<file path="src/rtl/csr_access_unit.sv">
// csr_access_unit
// Initiator side of the CSR file port. Takes one decoded Zicsr instruction
// from execute and runs a READ -> WRITE sequence against the CSR file. It
// returns the old CSR value, or an illegal-instruction flag, to writeback.
//
// Optional feature macro: CSR_ACCESS_PRIV_CHECK_EN
//   When defined, two more requests are illegal: a CSR whose privilege field
//   is above req_priv, and a write to read-only CSR space. When undefined,
//   req_priv is unused.
//
// Ports:
//   ctrl_clk, ctrl_reset_n   clock (rising edge), async active-low reset
//   req_*                    request from execute (valid/ready)
//   csr_addr/wdata/wen       registered command to the CSR file
//   csr_rdata                combinational read data from the CSR file
//   rsp_*                    response to writeback (valid/ready)
module csr_access_unit (
  input  logic        ctrl_clk,
  input  logic        ctrl_reset_n,
  input  logic        req_valid,
  output logic        req_ready,
  input  logic [2:0]  req_funct3,
  input  logic [11:0] req_csr,
  input  logic [31:0] req_rs1_val,
  input  logic [4:0]  req_rs1_idx,
  input  logic [4:0]  req_rd_idx,
  input  logic [1:0]  req_priv,
  output logic [11:0] csr_addr,
  output logic [31:0] csr_wdata,
  output logic        csr_wen,
  input  logic [31:0] csr_rdata,
  output logic        rsp_valid,
  input  logic        rsp_ready,
  output logic [31:0] rsp_data,
  output logic [4:0]  rsp_rd_idx,
  output logic        rsp_illegal
);

  localparam int unsigned XLEN   = 32;
  localparam int unsigned CSR_AW = 12;
  localparam int unsigned REG_AW = 5;

  localparam logic [1:0] ST_IDLE  = 2'd0;
  localparam logic [1:0] ST_READ  = 2'd1;
  localparam logic [1:0] ST_WRITE = 2'd2;
  localparam logic [1:0] ST_RESP  = 2'd3;

  logic [1:0]        state_q, state_d;
  logic [2:0]        funct3_q, funct3_d;
  logic [XLEN-1:0]   rs1_val_q, rs1_val_d;
  logic [REG_AW-1:0] rs1_idx_q, rs1_idx_d;

  logic              req_ready_d;
  logic [CSR_AW-1:0] csr_addr_d;
  logic [XLEN-1:0]   csr_wdata_d;
  logic              csr_wen_d;
  logic              rsp_valid_d;
  logic [XLEN-1:0]   rsp_data_d;
  logic [REG_AW-1:0] rsp_rd_idx_d;
  logic              rsp_illegal_d;

  // Implemented CSR set
  logic implemented;
  always_comb begin
    implemented = 1'b0;
    case (req_csr)
      12'h300, 12'h301, 12'h304, 12'h305,
      12'h340, 12'h341, 12'h342, 12'h343, 12'h344: implemented = 1'b1;
      default: implemented = 1'b0;
    endcase
  end

  // Privilege / read-only checks on the incoming request
  logic priv_ok;
`ifdef CSR_ACCESS_PRIV_CHECK_EN
  logic req_do_write;
  assign req_do_write = (req_funct3[1:0] == 2'b01) || (req_rs1_idx != REG_AW'(0));
  assign priv_ok = (req_csr[9:8] <= req_priv) &&
                   !((req_csr[11:10] == 2'b11) && req_do_write);
`else
  logic unused_priv;
  assign unused_priv = ^req_priv;
  assign priv_ok     = 1'b1;
`endif

  logic req_legal;
  assign req_legal = implemented && (req_funct3[1:0] != 2'b00) && priv_ok;

  // Read-modify-write datapath on the latched instruction
  logic [XLEN-1:0] src;
  logic [XLEN-1:0] new_val;
  logic            do_write;
  assign src      = funct3_q[2] ? XLEN'(rs1_idx_q) : rs1_val_q;
  assign do_write = (funct3_q[1:0] == 2'b01) || (rs1_idx_q != REG_AW'(0));

  always_comb begin
    new_val = src;
    case (funct3_q[1:0])
      2'b10:   new_val = csr_rdata | src;
      2'b11:   new_val = csr_rdata & ~src;
      default: new_val = src;
    endcase
  end

  // Next-state and next-output logic; outputs are registered so csr_wen is
  // set up while in READ and is high exactly during the WRITE cycle.
  always_comb begin
    state_d       = state_q;
    funct3_d      = funct3_q;
    rs1_val_d     = rs1_val_q;
    rs1_idx_d     = rs1_idx_q;
    req_ready_d   = req_ready;
    csr_addr_d    = csr_addr;
    csr_wdata_d   = csr_wdata;
    csr_wen_d     = 1'b0;
    rsp_valid_d   = rsp_valid;
    rsp_data_d    = rsp_data;
    rsp_rd_idx_d  = rsp_rd_idx;
    rsp_illegal_d = rsp_illegal;
    case (state_q)
      ST_IDLE: begin
        if (req_valid && req_ready) begin
          csr_addr_d   = req_csr;
          funct3_d     = req_funct3;
          rs1_val_d    = req_rs1_val;
          rs1_idx_d    = req_rs1_idx;
          rsp_rd_idx_d = req_rd_idx;
          rsp_data_d   = '0;
          req_ready_d  = 1'b0;
          if (req_legal) begin
            rsp_illegal_d = 1'b0;
            state_d       = ST_READ;
          end else begin
            rsp_illegal_d = 1'b1;
            rsp_valid_d   = 1'b1;
            state_d       = ST_RESP;
          end
        end
      end
      ST_READ: begin
        rsp_data_d = csr_rdata;
        if (do_write) begin
          csr_wen_d   = 1'b1;
          csr_wdata_d = new_val;
        end
        state_d = ST_WRITE;
      end
      ST_WRITE: begin
        rsp_valid_d = 1'b1;
        state_d     = ST_RESP;
      end
      ST_RESP: begin
        if (rsp_ready) begin
          rsp_valid_d = 1'b0;
          req_ready_d = 1'b1;
          state_d     = ST_IDLE;
        end
      end
      default: begin
        rsp_valid_d = 1'b0;
        req_ready_d = 1'b1;
        state_d     = ST_IDLE;
      end
    endcase
  end

  // State and output registers
  always_ff @(posedge ctrl_clk or negedge ctrl_reset_n) begin
    if (!ctrl_reset_n) begin
      state_q     <= ST_IDLE;
      funct3_q    <= '0;
      rs1_val_q   <= '0;
      rs1_idx_q   <= '0;
      req_ready   <= 1'b1;
      csr_addr    <= '0;
      csr_wdata   <= '0;
      csr_wen     <= 1'b0;
      rsp_valid   <= 1'b0;
      rsp_data    <= '0;
      rsp_rd_idx  <= '0;
      rsp_illegal <= 1'b0;
    end else begin
      state_q     <= state_d;
      funct3_q    <= funct3_d;
      rs1_val_q   <= rs1_val_d;
      rs1_idx_q   <= rs1_idx_d;
      req_ready   <= req_ready_d;
      csr_addr    <= csr_addr_d;
      csr_wdata   <= csr_wdata_d;
      csr_wen     <= csr_wen_d;
      rsp_valid   <= rsp_valid_d;
      rsp_data    <= rsp_data_d;
      rsp_rd_idx  <= rsp_rd_idx_d;
      rsp_illegal <= rsp_illegal_d;
    end
  end

endmodule

</file>
<file path="config.mk">
export PLATFORM = sky130hd
export DESIGN_NAME = csr_access_unit
export DESIGN_NICKNAME = d
export VERILOG_FILES = /design/src/rtl/csr_access_unit.sv
export SDC_FILE = /design/constraint.sdc
export NUM_CORES = 1
export LEC_CHECK = 0
export CORE_UTILIZATION = 46
export DETAILED_ROUTE_END_ITERATION = 10
export PLACE_DENSITY = 0.8
export SLEW_MARGIN = 20
export SYNTH_ARGS = -nofsm -noshare
export SYNTH_HDL_FRONTEND = slang
export SYNTH_SLANG_ARGS = --single-unit
export TNS_END_PERCENT = 30
</file>
<file path="constraint.sdc">
create_clock -name ctrl_clk -period 2.34 [get_ports ctrl_clk]
set_input_delay 0.351 -clock ctrl_clk [delete_from_list [all_inputs] [get_ports ctrl_clk]]
set_output_delay 0.351 -clock ctrl_clk [all_outputs]
set_load 0.02 [all_outputs]
</file>
======== Yosys cells after proc, flatten, opt, wreduce, memory -nomap -nowiden ========
Index checks and enable logic that the tools add are counted.
cells by class
  equal/unequal tests ..................... 18
  multiplexer cells ....................... 19
  bitwise operators ....................... 3
  reductions and logical operators ........ 16
operators with widths
  kind                                                                      count
  32-bit one-hot mux with 2 select lines                                    2
  12-bit by 10-bit equality test with 1-bit output (second input constant)  9
  32-bit two-way mux                                                        2
  32-bit bitwise AND                                                        1
  32-bit inverter                                                           1
  32-bit OR                                                                 1
  1-bit two-way mux                                                         9
  9-bit OR reduction                                                        1
  2-bit equality test (second input constant)                               4
  2-bit one-hot mux with 4 select lines                                     1
  2-bit AND reduction                                                       4
  2-bit two-way mux                                                         3
  2-bit inequality test (second input constant)                             3
  2-bit nonzero test                                                        3
  5-bit nonzero test                                                        1
  2-bit by 1-bit equality test with 1-bit output (second input constant)    2
  4-bit AND reduction                                                       1
  1-bit one-hot mux with 3 select lines                                     1
  3-bit AND reduction                                                       1
  3-bit nonzero test                                                        1
  1-bit logical AND                                                         2
  2-bit zero test                                                           1
  1-bit one-hot mux with 2 select lines                                     1
  1-bit logical OR                                                          1
word-level totals
  flip-flop bits (word level) ............. 127
  input port bits ......................... 95
  output and inout bits ................... 85
  logic and storage cells ................. 68

======== Longest topological paths before layout ========
  depth in word-level cells ............... 7
  depth in mapped cells ................... 7
  depth with buffers taken out ............ 6

======== Worst setup path after synthesis ========
Ideal clock, no wire load.
  path type ............................... reg2reg
  from .................................... register state_q[0]
  to ...................................... register funct3_q[0]
  arrival time ............................ 1.587 ns
  required time ........................... 2.215 ns
  slack ................................... 0.629 ns
  cell stages (with the launch flop) ...... 7
  path through ............................ dfrtp_1 > inv_1 > ha_1 > nand3_1 > buf_2 > buf_2 > mux2_2
on the way
  cells in the longest elaborated chain, start to end .. 2
RTL lines
  element                               line  RTL
  from (decl)                           48    logic [1:0] state_q, state_d;
  from (signal assigned)                183   state_q <= state_d;
  2-bit zero test                       120   case (state_q)
  2-bit AND reduction (no source line)  n/a
  to (signal assigned)                  184   funct3_q <= funct3_d;
  to (decl)                             49    logic [2:0] funct3_q, funct3_d;
Every way passes these cells.
A chain may end at the register's enable or synchronous reset.

======== Final worst setup path ========
  from .................................... register state_q[0]
  to ...................................... register rsp_data[1]
on the way
  cells in the longest elaborated chain, start to end .. 3
RTL lines
  element                                                                                   line  RTL
  2-bit by 1-bit equality test with 1-bit output / 2-bit zero test (equally long branches)  120
  2-bit nonzero test (no source line) / 2-bit inequality test (equally long branches)       n/a
  2-bit AND reduction (no source line)                                                      n/a
  to (signal assigned)                                                                      192   rsp_data <= rsp_data_d;
  to (decl)                                                                                 34    output logic [31:0] rsp_data,
Parallel ways exist; a longest one is shown, timed or not.

==> out/summary.md <==
In this run the tool buffered the top-level ports with 177 buffer cells. Row count: 39. The final layout contains routed wiring with a total length of 13.7 mm.

The run finished with clean final reports. The area growth from synthesis to layout is 45.5%, and the source-to-sink clock delay at the later pin of the worst-skew pair is 0.41 ns. The number of antenna violations at the first check in global routing came out at 0. Cell type contributing the most total cell area after synthesis: dfrtp_1. Setup violations remaining at the end of the flow were counted as 0. The critical path capture point type is a flip-flop. For this design the ratio of total power to cell area is 599 mW/mm².

In this run the vertical extent of the chip is 111 µm. The post-route clock period utilization works out to 0.836. Worst-case hold slack: 0.424 ns.

The timing-limited maximum frequency came out at 511 MHz. By area the synthesized netlist is led by dfrtp_1 (58%), mux2_2 (12%), a22o_1 (5.2%). In this design, the stage delay of the slowest critical-path cell is 0.40 ns. The cell sitting at the root of the clock tree is a clkbuf_16. The clock period minus final worst setup slack was 1.96 ns. For the pin with the worst max-slew slack, the measured transition is 0.470 ns. The critical path is of the flip-flop to flip-flop type. The number of clock buffers added by TritonCTS is 17. After global routing the overflow that remains totals 0. The tools report the wire length of the first global-routing pass as 22.7 mm. In this run, post-CTS repair resized a total of 0 instances. The post-synthesis instance area was 0.00543 mm²; the area occupied by registers was 0.00318 mm². Number of global-route vias before repair: 4472. In this run, synthesis inferred 0 flip-flops with an integrated enable.

The tools report the number of fillers in the final layout as 841. After the first detailed-routing iteration, the DRC count stood at 197. Using the TritonRoute via totals, the vias-per-cell ratio works out to 5.32. The static leakage power is 3.65 nW, and the post-layout utilization of the core is 0.689.

The die outline area was 0.0122 mm². The run gives 728 as the number of nets in the layout. The sequential fraction of the synthesis area was 0.586; the max-slew headroom at the worst pin was 0.687. Total power for the finished layout comes to 4.73 mW. The maximum number of buffers from clock root to sink is 2. The multi-input combinational cells in the finished layout cover a total of 0.00201 mm².

The kind of path behind the tightest hold check was input pin to asynchronous set/reset pin. The H-tree was split into 4 levels. Cell with the most instances after synthesis: dfrtp_1. In this run the remaining antenna-violating nets after routing total 0. Data arrives at the worst endpoint at 2.25 ns.

Across the VDD grid, the largest voltage drop is 551 µV. At the end of routability-driven placement, the weighted congestion stood at 0.755. The maximum number of pins on one net before global-route repair came out at 59. After detailed routing, the average wire length per cell comes to 17.6 µm. After clock tree synthesis, the clock-pin slew on the worst setup and hold paths is 0.05 ns. For the final count of pins violating max slew, the log shows 0. For this run, design rule violations remaining after detail routing come to 0. The average footprint of a synthesized cell was 12.1 µm²; the max-capacitance violation count was 0.

The total negative slack for setup checks is 0 ns. TritonCTS built the clock tree. The worst clock skew is 0.00512 ns. Across all register-to-register paths, the minimum setup slack is 0.38 ns.

The peak fanout along the critical path was 32. The synthesis warning total was 0; the sum of buffers and inverters on the critical path was 2. The cell class contributing the biggest share of worst-path delay was compound AO/OA/AOI/OAI gates. For the placeable core region, the log shows 0.0115 mm².

Pin placement for this block handled 180 I/O pins. The run gives 4148 as the via count of the routed design. The die is 111 µm wide. The number of standard cells after synthesis was 449; the starting utilization of the core area was 0.473. The tools report the overall track demand over capacity in global routing as 0.237.

Slowest cell on the critical path: dfrtp_1. The half-perimeter wire length of the detailed placement result was 9.39 mm. The area share of the largest cell type after synthesis was 0.581.

The critical path goes through inv_1, ha_1, a21boi_0, nor2b_2, buf_4, a22o_1. The diode insertion count for antenna repair came out at 0. For the worst setup path, the data required time is 2.63 ns.

The async set or reset register ratio after synthesis works out to 1.00. Among all flip-flop cells after synthesis, the most frequent one is dfrtp_1. The number of non-filler instances in the completed layout came out at 780. The post-synthesis cell type count came out at 35. STA classifies the critical path startpoint as a flip-flop. CTS saw 127 sinks. The run gives 5 as the iteration count of the initial detailed-routing pass. Once placement completed, the tool counted placed cells totaling 751. Counting every net in the synthesized netlist gives 549.

Setup repair after global routing left no endpoint under its margin. The layout cell share with drive strength beyond 1 came out at 0.157. After synthesis, the most frequently instantiated cells are dfrtp_1 (126), mux2_2 (57), nor2_1 (34). Synthesized flop and latch total: 127. The run gives 0 as the count of endpoints failing hold in the final timing report.
[cell usage in the layout (no fill, tap or decap), types with 2 or more instances in the layout]
master | synthesis | layout
ha_1 | 5 | 5
a22o_1 | 32 | 32
nor2b_1 | 3 | 2
buf_12 | 0 | 2
o21ai_0 | 7 | 7
inv_1 | 31 | 31
clkbuf_16 | 0 | 17
a31oi_1 | 6 | 6
a21oi_1 | 31 | 31
clkbuf_8 | 0 | 4
mux2_2 | 57 | 57
nand2b_1 | 28 | 28
mux2i_1 | 5 | 5
nor2_1 | 34 | 34
clkbuf_1 | 16 | 6
clkdlybuf4s50_1 | 0 | 176
dfrtp_1 | 126 | 126
nor4_1 | 2 | 2
o21ai_1 | 3 | 3
a311oi_1 | 26 | 26
nand2_1 | 8 | 8
buf_4 | 1 | 11
[layer usage]
metal	vias up	share of wire	global-route usage
met1	2017	0.42	0.285
li1	1961	-	-
met5	-	0	0
met3	23	0.069	0.0829
met4	0	0.014	0.0809
met2	147	0.50	0.396
[metrics by stage]
stage / worst slack [ns] / cell area [µm²]
6_report: 0.385 / 7900
2_1_floorplan: 0.629 / 5430
3_3_place_gp: 0.360 / 7380
5_1_grt: 0.269 / 7900
4_1_cts: 0.361 / 7900
3_5_place_dp: 0.291 / 7380
[path summary, 6_finish.rpt]
kind                                    from           end  cells past startpoint
worst max-delay path              state_q[0]   rsp_data[1]                      6
worst min-delay path            ctrl_reset_n  rs1_idx_q[0]                      2
worst max register to register    state_q[0]   rsp_data[1]                      6
worst min register to register  csr_wdata[4]  csr_wdata[4]                      2
max in group asynchronous       ctrl_reset_n  rs1_val_q[4]                      3
min in group ctrl_clk           csr_wdata[4]  csr_wdata[4]                      2
[where the power goes]
part	switching [mW]	internal, mW
clock network	0.860	1.44
logic	0.0849	0.144
registers	0	2.20
total	0.945	3.78
[registers in the layout, summed over array words and instances, names as in the netlist, 2 cells and up]
| name | cells |
|---|---|
| csr_addr | 12 |
| csr_wdata | 32 |
| funct3_q | 3 |
| rs1_idx_q | 5 |
| rs1_val_q | 32 |
| rsp_data | 32 |
| rsp_rd_idx | 5 |
| state_q | 2 |
[kinds of logic (layout without fill, tap and decap cells)]
family                   after synthesis  count (layout)  synth area share
multiplexers                          62              62             0.127
AND/OR/NAND/NOR                       82              82            0.0765
AO/OA/AOI/OAI                        111             111             0.150
buffers and inverters                 62             250            0.0491
flip-flops                           127             127             0.586
adder cells (fa/ha/maj)                5               5            0.0115
[cell type report]
cell class	instances	area share
clock inverters	1	0.000634
repair buffers	191	0.241
inverters	31	0.0147
well taps	143	0.0227
clock buffers	27	0.0637
flip-flops and latches	127	0.403
multi-input cells	260	0.254
[worst reg2reg max path, delay by kind of cell (launching register included)]
kind / cells / cell delay [ns]
and+or+nand+nor: 1 / 0.08
DFF: 1 / 0.40
AOI/OAI and AO/OA: 2 / 0.66
buffers and inverters: 2 / 0.42
adders and majority gates: 1 / 0.28
[what timing repair did]
item | CTS | global route
endpoints found under the hold margin | 39 | 0
buffers inserted | 0 | 0
hold buffers | 1 | 0
setup endpoints to repair | 0 | 0
Note: power is estimated with default switching activity, not from simulation.
